[src/rtl/bram_dwc_down.sv]
// Width down-converter: splits one wide master access into N sequential narrow BRAM beats,
// reassembling read data and returning it as a single-cycle pulse.
module bram_dwc_down #(
    parameter int unsigned ADDR_BITW     = 32,
    parameter int unsigned MST_DATA_BITW = 96,
    parameter int unsigned SLV_DATA_BITW = 32
) (
    input  logic                       Clk_C,
    input  logic                       Rst_R,
    input  logic                       MstReq_S,
    output logic                       MstGnt_S,
    input  logic [ADDR_BITW-1:0]       MstAddr_S,
    input  logic [MST_DATA_BITW/8-1:0] MstWrEn_S,
    input  logic [MST_DATA_BITW-1:0]   MstWr_D,
    output logic                       MstRdValid_S,
    output logic [MST_DATA_BITW-1:0]   MstRd_D,
    output logic                       SlvEn_S,
    output logic [ADDR_BITW-1:0]       SlvAddr_S,
    output logic [SLV_DATA_BITW/8-1:0] SlvWrEn_S,
    output logic [SLV_DATA_BITW-1:0]   SlvWr_D,
    input  logic [SLV_DATA_BITW-1:0]   SlvRd_D
);

    localparam int unsigned N         = MST_DATA_BITW / SLV_DATA_BITW;
    localparam int unsigned MST_BYTES = MST_DATA_BITW / 8;
    localparam int unsigned SLV_BYTES = SLV_DATA_BITW / 8;
    localparam int unsigned MST_OFFS  = $clog2(MST_BYTES);
    localparam int unsigned SLV_OFFS  = $clog2(SLV_BYTES);
    localparam int unsigned CNT_W     = (N > 1) ? $clog2(N) : 1;

    localparam logic [CNT_W-1:0]     LAST_BEAT = CNT_W'(N - 1);
    localparam logic [ADDR_BITW-1:0] N_A       = ADDR_BITW'(N);

    if ((MST_DATA_BITW % SLV_DATA_BITW) != 0 || N < 2) begin : g_bad_ratio
        $fatal(1, "bram_dwc_down: MST_DATA_BITW must be an integer multiple >= 2 of SLV_DATA_BITW");
    end
    if (SLV_DATA_BITW < 8 || (SLV_DATA_BITW & (SLV_DATA_BITW - 1)) != 0) begin : g_bad_slv
        $fatal(1, "bram_dwc_down: SLV_DATA_BITW must be a power of two >= 8");
    end
    if ((MST_DATA_BITW % 8) != 0) begin : g_bad_mst
        $fatal(1, "bram_dwc_down: MST_DATA_BITW must be a multiple of 8");
    end

    typedef enum logic [1:0] {StIdle, StBeat, StDrain} state_e;

    state_e                     state_q, state_d;
    logic [CNT_W-1:0]           beat_q, beat_d;
    logic [ADDR_BITW-1:0]       word_q, word_d;
    logic [MST_BYTES-1:0]       strb_q, strb_d;
    logic [MST_DATA_BITW-1:0]   wdata_q, wdata_d;
    logic                       is_rd_q, is_rd_d;
    logic [MST_DATA_BITW-1:0]   rd_buf_q, rd_buf_d;
    logic [MST_DATA_BITW-1:0]   mst_rd_q, mst_rd_d;
    logic                       rd_valid_q, rd_valid_d;

    always_comb begin
        state_d    = state_q;
        beat_d     = beat_q;
        word_d     = word_q;
        strb_d     = strb_q;
        wdata_d    = wdata_q;
        is_rd_d    = is_rd_q;
        rd_buf_d   = rd_buf_q;
        mst_rd_d   = mst_rd_q;
        rd_valid_d = 1'b0;

        unique case (state_q)
            StIdle: begin
                if (MstReq_S) begin
                    word_d  = MstAddr_S >> MST_OFFS;
                    strb_d  = MstWrEn_S;
                    wdata_d = MstWr_D;
                    is_rd_d = ~|MstWrEn_S;
                    beat_d  = '0;
                    state_d = StBeat;
                end
            end
            StBeat: begin
                // Read data lags its beat by one cycle, so capture the previous slice.
                if (is_rd_q && beat_q != '0) begin
                    rd_buf_d[(32'(beat_q) - 32'd1) * SLV_DATA_BITW +: SLV_DATA_BITW] = SlvRd_D;
                end
                if (beat_q == LAST_BEAT) begin
                    beat_d  = '0;
                    state_d = is_rd_q ? StDrain : StIdle;
                end else begin
                    beat_d = beat_q + CNT_W'(1);
                end
            end
            StDrain: begin
                rd_buf_d[(N - 1) * SLV_DATA_BITW +: SLV_DATA_BITW] = SlvRd_D;
                mst_rd_d   = rd_buf_d;
                rd_valid_d = 1'b1;
                state_d    = StIdle;
            end
            default: state_d = StIdle;
        endcase
    end

    always_ff @(posedge Clk_C) begin
        if (Rst_R) begin
            state_q    <= StIdle;
            beat_q     <= '0;
            word_q     <= '0;
            strb_q     <= '0;
            wdata_q    <= '0;
            is_rd_q    <= 1'b0;
            rd_buf_q   <= '0;
            mst_rd_q   <= '0;
            rd_valid_q <= 1'b0;
        end else begin
            state_q    <= state_d;
            beat_q     <= beat_d;
            word_q     <= word_d;
            strb_q     <= strb_d;
            wdata_q    <= wdata_d;
            is_rd_q    <= is_rd_d;
            rd_buf_q   <= rd_buf_d;
            mst_rd_q   <= mst_rd_d;
            rd_valid_q <= rd_valid_d;
        end
    end

    logic in_beat;
    logic wr_beat;

    always_comb begin
        in_beat      = (state_q == StBeat);
        wr_beat      = in_beat && !is_rd_q;
        MstGnt_S     = (state_q == StIdle);
        MstRdValid_S = rd_valid_q;
        MstRd_D      = mst_rd_q;
        SlvEn_S      = in_beat;
        SlvAddr_S    = '0;
        SlvWrEn_S    = '0;
        SlvWr_D      = '0;
        if (in_beat) begin
            // Arithmetic stays in ADDR_BITW bits, so high address bits wrap naturally.
            SlvAddr_S = (word_q * N_A + ADDR_BITW'(beat_q)) << SLV_OFFS;
        end
        if (wr_beat) begin
            SlvWrEn_S = strb_q[32'(beat_q) * SLV_BYTES +: SLV_BYTES];
            SlvWr_D   = wdata_q[32'(beat_q) * SLV_DATA_BITW +: SLV_DATA_BITW];
        end
    end

endmodule

[config.mk]
export PLATFORM = sky130hd
export DESIGN_NAME = bram_dwc_down
export DESIGN_NICKNAME = d
export VERILOG_FILES = /design/src/rtl/bram_dwc_down.sv
export SDC_FILE = /design/constraint.sdc
export NUM_CORES = 1
export LEC_CHECK = 0
export CORE_AREA = 2 2 179 181
export CTS_CLUSTER_SIZE = 16
export DETAILED_ROUTE_END_ITERATION = 6
export DIE_AREA = 0 0 181 183
export GPL_TIMING_DRIVEN = 0
export PLACE_DENSITY = 0.81
export SYNTH_ARGS = -nofsm -noshare
export SYNTH_HDL_FRONTEND = slang
export SYNTH_SLANG_ARGS = --single-unit
[constraint.sdc]
create_clock -name Clk_C -period 4.79 [get_ports Clk_C]
set_clock_uncertainty 0.1 [all_clocks]
set_input_delay 0.958 -clock Clk_C [delete_from_list [all_inputs] [get_ports Clk_C]]
set_output_delay 0.958 -clock Clk_C [all_outputs]
set_load 0.005 [all_outputs]
==> results of run 1 <==
[layout make-up]
| cell class | instances | area share [%] |
|---|---|---|
| multi-input combinational | 1303 | 37.6 |
| sequential | 302 | 32.2 |
| timing repair buffer | 343 | 18.2 |
| clock buffer | 45 | 4.68 |
| buffer | 134 | 3.29 |
| tap | 402 | 2.68 |
| clock inverter | 12 | 1.10 |
| inverter | 12 | 0.240 |
| antenna | 2 | 0.0267 |
[how the worst min path moves through the flow]
stage	end	slack, ns	depth (start not counted)
6_report	MstRd_D[31]$_SDFFE_PP0P_	0.35	2
5_1_grt	MstRd_D[80]$_SDFFE_PP0P_	0.37	2
4_1_cts	MstRd_D[31]$_SDFFE_PP0P_	0.35	2
3_5_place_dp	MstRd_D[58]$_SDFFE_PP0P_	0.34	2
3_3_place_gp	rd_buf_q[63]$_SDFFE_PP0P_	0.34	2
2_1_floorplan	MstRd_D[3]$_SDFFE_PP0P_	0.33	2
[cells in the final DEF (no fill, tap or decap), drive strengths merged, types with 3 or more instances in the layout]
| cell | n |
|---|---|
| o21a | 6 |
| a31oi | 3 |
| dlygate4sd2 | 6 |
| nand2 | 561 |
| clkbuf | 163 |
| a211o | 3 |
| nand3 | 42 |
| xnor2 | 10 |
| nor2 | 74 |
| xor2 | 9 |
| a41oi | 3 |
| o21ai | 13 |
| a2111oi | 3 |
| o211ai | 3 |
| ha | 61 |
| buf | 25 |
| a21o | 8 |
| and2 | 37 |
| nor4 | 3 |
| clkinv | 6 |
| inv | 12 |
| dfxtp | 302 |
| nor3 | 10 |
| o22ai | 36 |
| nand2b | 9 |
| nand4 | 9 |
| mux2i | 36 |
| a21oi | 305 |
| clkdlybuf4s50 | 324 |
| o21bai | 5 |
| a22oi | 32 |
| bufinv | 5 |
[power by group through the flow]
stage          Clock [W]  Combinational, W  Sequential, W
3_3_place_gp           0          0.000732        0.00268
4_1_cts          0.00259          0.000752        0.00263
2_1_floorplan          0          0.000395        0.00267
6_report         0.00256          0.000761        0.00263
3_5_place_dp           0          0.000743        0.00268
5_1_grt          0.00270          0.000824        0.00264
[flip-flops by register name, indices dropped and copies added, names as in the netlist]
name	count
MstRdValid_S	1
MstRd_D	96
beat_q	2
is_rd_q	1
rd_buf_q	64
state_q	2
strb_q	12
wdata_q	96
word_q	28
[critical path: stages (launching register included)]
cell	delay (ns)
dfxtp_2	0.35
fa_2	0.57
ha_1	0.16
inv_1	0.06
fa_2	0.33
nand2b_4	0.17
a21oi_4	0.17
o2111ai_4	0.20
o22ai_4	0.26
buf_6	0.15
xnor2_1	0.07
nor2_1	0.08
clkdlybuf4s50_1	0.51
[logic make-up after synthesis]
family | after synthesis
AND/OR/NAND/NOR | 757
AO/OA/AOI/OAI | 426
flip-flops | 302
buffers and inverters | 147
adder cells (fa/ha/maj) | 63
multiplexers | 36
XOR/XNOR | 19
other | 1
[per-layer routing]
layer / routed length, um / track usage [%] / vias to the layer above
met5: 0 / 0 / -
met4: 1780 / 10.5 / 0
met3: 3290 / 4.45 / 111
met2: 22100 / 46.9 / 550
met1: 19300 / 33.8 / 6382
li1: - / - / 6643
[timing repair]
action                                  4_1_cts  5_1_grt
pin swaps                                    11       10
gates resized for setup                      32       17
endpoints found under the hold margin         0        0
endpoints found under the setup margin       14       10
buffers inserted                              7        2
[stage by stage]
| step | instances | hold slack [ns] | cell area (um2) | setup WS, ns | TNS, ns |
|---|---|---|---|---|---|
| 2_1_floorplan | 1752 | 0.331 | 13600 | 1.08 | 0 |
| 3_3_place_gp | 2488 | 0.338 | 17500 | 0.0539 | 0 |
| 3_5_place_dp | 2488 | 0.341 | 17500 | 0.0416 | 0 |
| 4_1_cts | 2552 | 0.352 | 18700 | -0.0300 | -0.0300 |
| 5_1_grt | 2555 | 0.366 | 18800 | -0.0417 | -0.108 |
| 6_report | 2555 | 0.350 | 18800 | 0.0828 | 0 |
==> summary.txt, run 1 <==
Run status
  • Status: finished with violations
  • Failing checks: DRC

Pwr
  • PnR Total Power: 0.00596 W
  • Sequential power share: 44.2%
  • Switching share of power: 24.9%
  • Clk pwr share: 43.1%
  • P_int: 0.00447 W
  • Max VDD drop: 0.292 mV
  • Sw Pwr: 0.00148 W
  • Combinational power share: 12.8%
  • Static leakage: 6.81 nW
  • Pwr dens: 317 nW/um2

STA
  • Final hold vios: 0
  • Slew Limit Fails: 0
  • Tmin final: 4.71 ns
  • Max_slew headroom: 24.3%
  • Fin crit share: 98.3%
  • Max Freq: 212 MHz
  • RSZ-0062 raised after global routing: true
  • Final Setup Violations: 0
  • Worst-Margin Slew: 1.13 ns

Floorplanning
  • FP Rows: 65
  • Die Area: 33100 um2
  • Die Ht: 183 um
  • I/O pin count: 342
  • Starting Density: 43.6%
  • Core area: 31200 um2
  • Die extent in x: 181 um

CTS
  • CTS Buf Count: 31
  • Clock root cell: clkbuf_16
  • Clock Tree Buf Depth: 3
  • H-tree depth: 1
  • Clock latency on the worst-skew pair: 0.58 ns
  • Clk sink count: 302
  • TritonCTS clock tree: done
  • Hold-fix buffers, CTS: 0
  • Reg clk slew, reported paths: 0.07 ns

Global route
  • Overflow after GRT: 0
  • Initial antenna violation count: 2
  • Largest net degree at the start of global routing: 17
  • GRT Util Overall: 27.0%
  • Vias in the first global route: 13.4k
  • First-pass GRT wire length: 71400 um

Synth
  • Primary FF master, synth: dfxtp_1
  • Simple-gate portion of the synthesized area: 22.9%
  • Adder-cell share of the synthesized area: 5.90%
  • Synth cell count leaders: nand2_1, a21oi_1, dfxtp_1, clkbuf_1, nor2_1
  • Post-synthesis mux area share: 2.65%
  • Post-synth ARST share: 0%
  • Most frequent cell after synthesis: nand2_1
  • Mean Syn Cell Area: 7.77 um2
  • Compound-Gate Fraction of Synth Area: 17.9%
  • YS warnings: 0
  • Sequential fraction of the synthesis area: 44.4%
  • Area leader, netlist: dfxtp_1
  • Synth cell types: 60
  • Syn Inst Count: 1751
  • Largest cells by area after synthesis: dfxtp_1, nand2_1, a21oi_1
  • Share of Yosys cell area claimed by the top area cell type: 44.4%
  • Synth Area in XOR/XNOR: 1.22%
  • FF+latch count, synth: 302
  • Synth Cell Area: 13600 um2
  • Largest family of logic cells by synthesized area: simple AND/OR/NAND/NOR gates
  • Post-synth EDFFs: 0

Job
  • Max Cap Viol: 0

Route
  • Vias per cell: 5.36
  • Via count: 13.7k
  • Post-route ant nets: 0
  • Initial DRT Pass Iterations: 7
  • WL per Instance: 18.2 um
  • DRC Markers: 2
  • Drt total wl: 46400 um
  • First DRT Iteration DRCs: 1013

Worst setup path
  • Worst r2r src: beat_q[0]$_SDFFE_PP0P_
  • Reg-to-reg endpoint: rd_buf_q[32]$_SDFFE_PP0P_
  • Crit end category: primary output
  • Setup crit start: beat_q[1]$_SDFFE_PP0P_
  • CP Data Arrival Time: 3.65 ns
  • Crit path required time: 3.73 ns
  • Crit-path max FO: 3
  • CP startpoint kind: register
  • Worst Reg2Reg Path Length in Cells: 10
  • CP endpoint: SlvAddr_S[19]
  • Setup slack, reg-to-reg: 0.24 ns
  • Crit path kind: reg2out

Layout
  • Nets: 2365
  • Layout cells sized above 1: 5.11%
  • Fill cell count: 2758
  • FF+latch area: 6050 um2
  • Final Util: 60.1%
  • P&R area growth vs syn: 38.0%
  • Footprint of the multi-input gates: 7060 um2

Worst hold path
  • Min-delay src: rd_buf_q[31]$_SDFFE_PP0P_
  • Min-Delay Path Class: reg2reg

Placement
  • DP HPWL: 35000 um
  • GP Congestion: 0.931
  • IO Port Bufs: 334
Note: power is estimated with default switching activity, not from simulation.
==> run 2: changes to the inputs <==
Settings changed: SLEW_MARGIN set to 15.
==> results of run 2 <==
The final DEF is identical to that of run 1; final timing and power are the same.
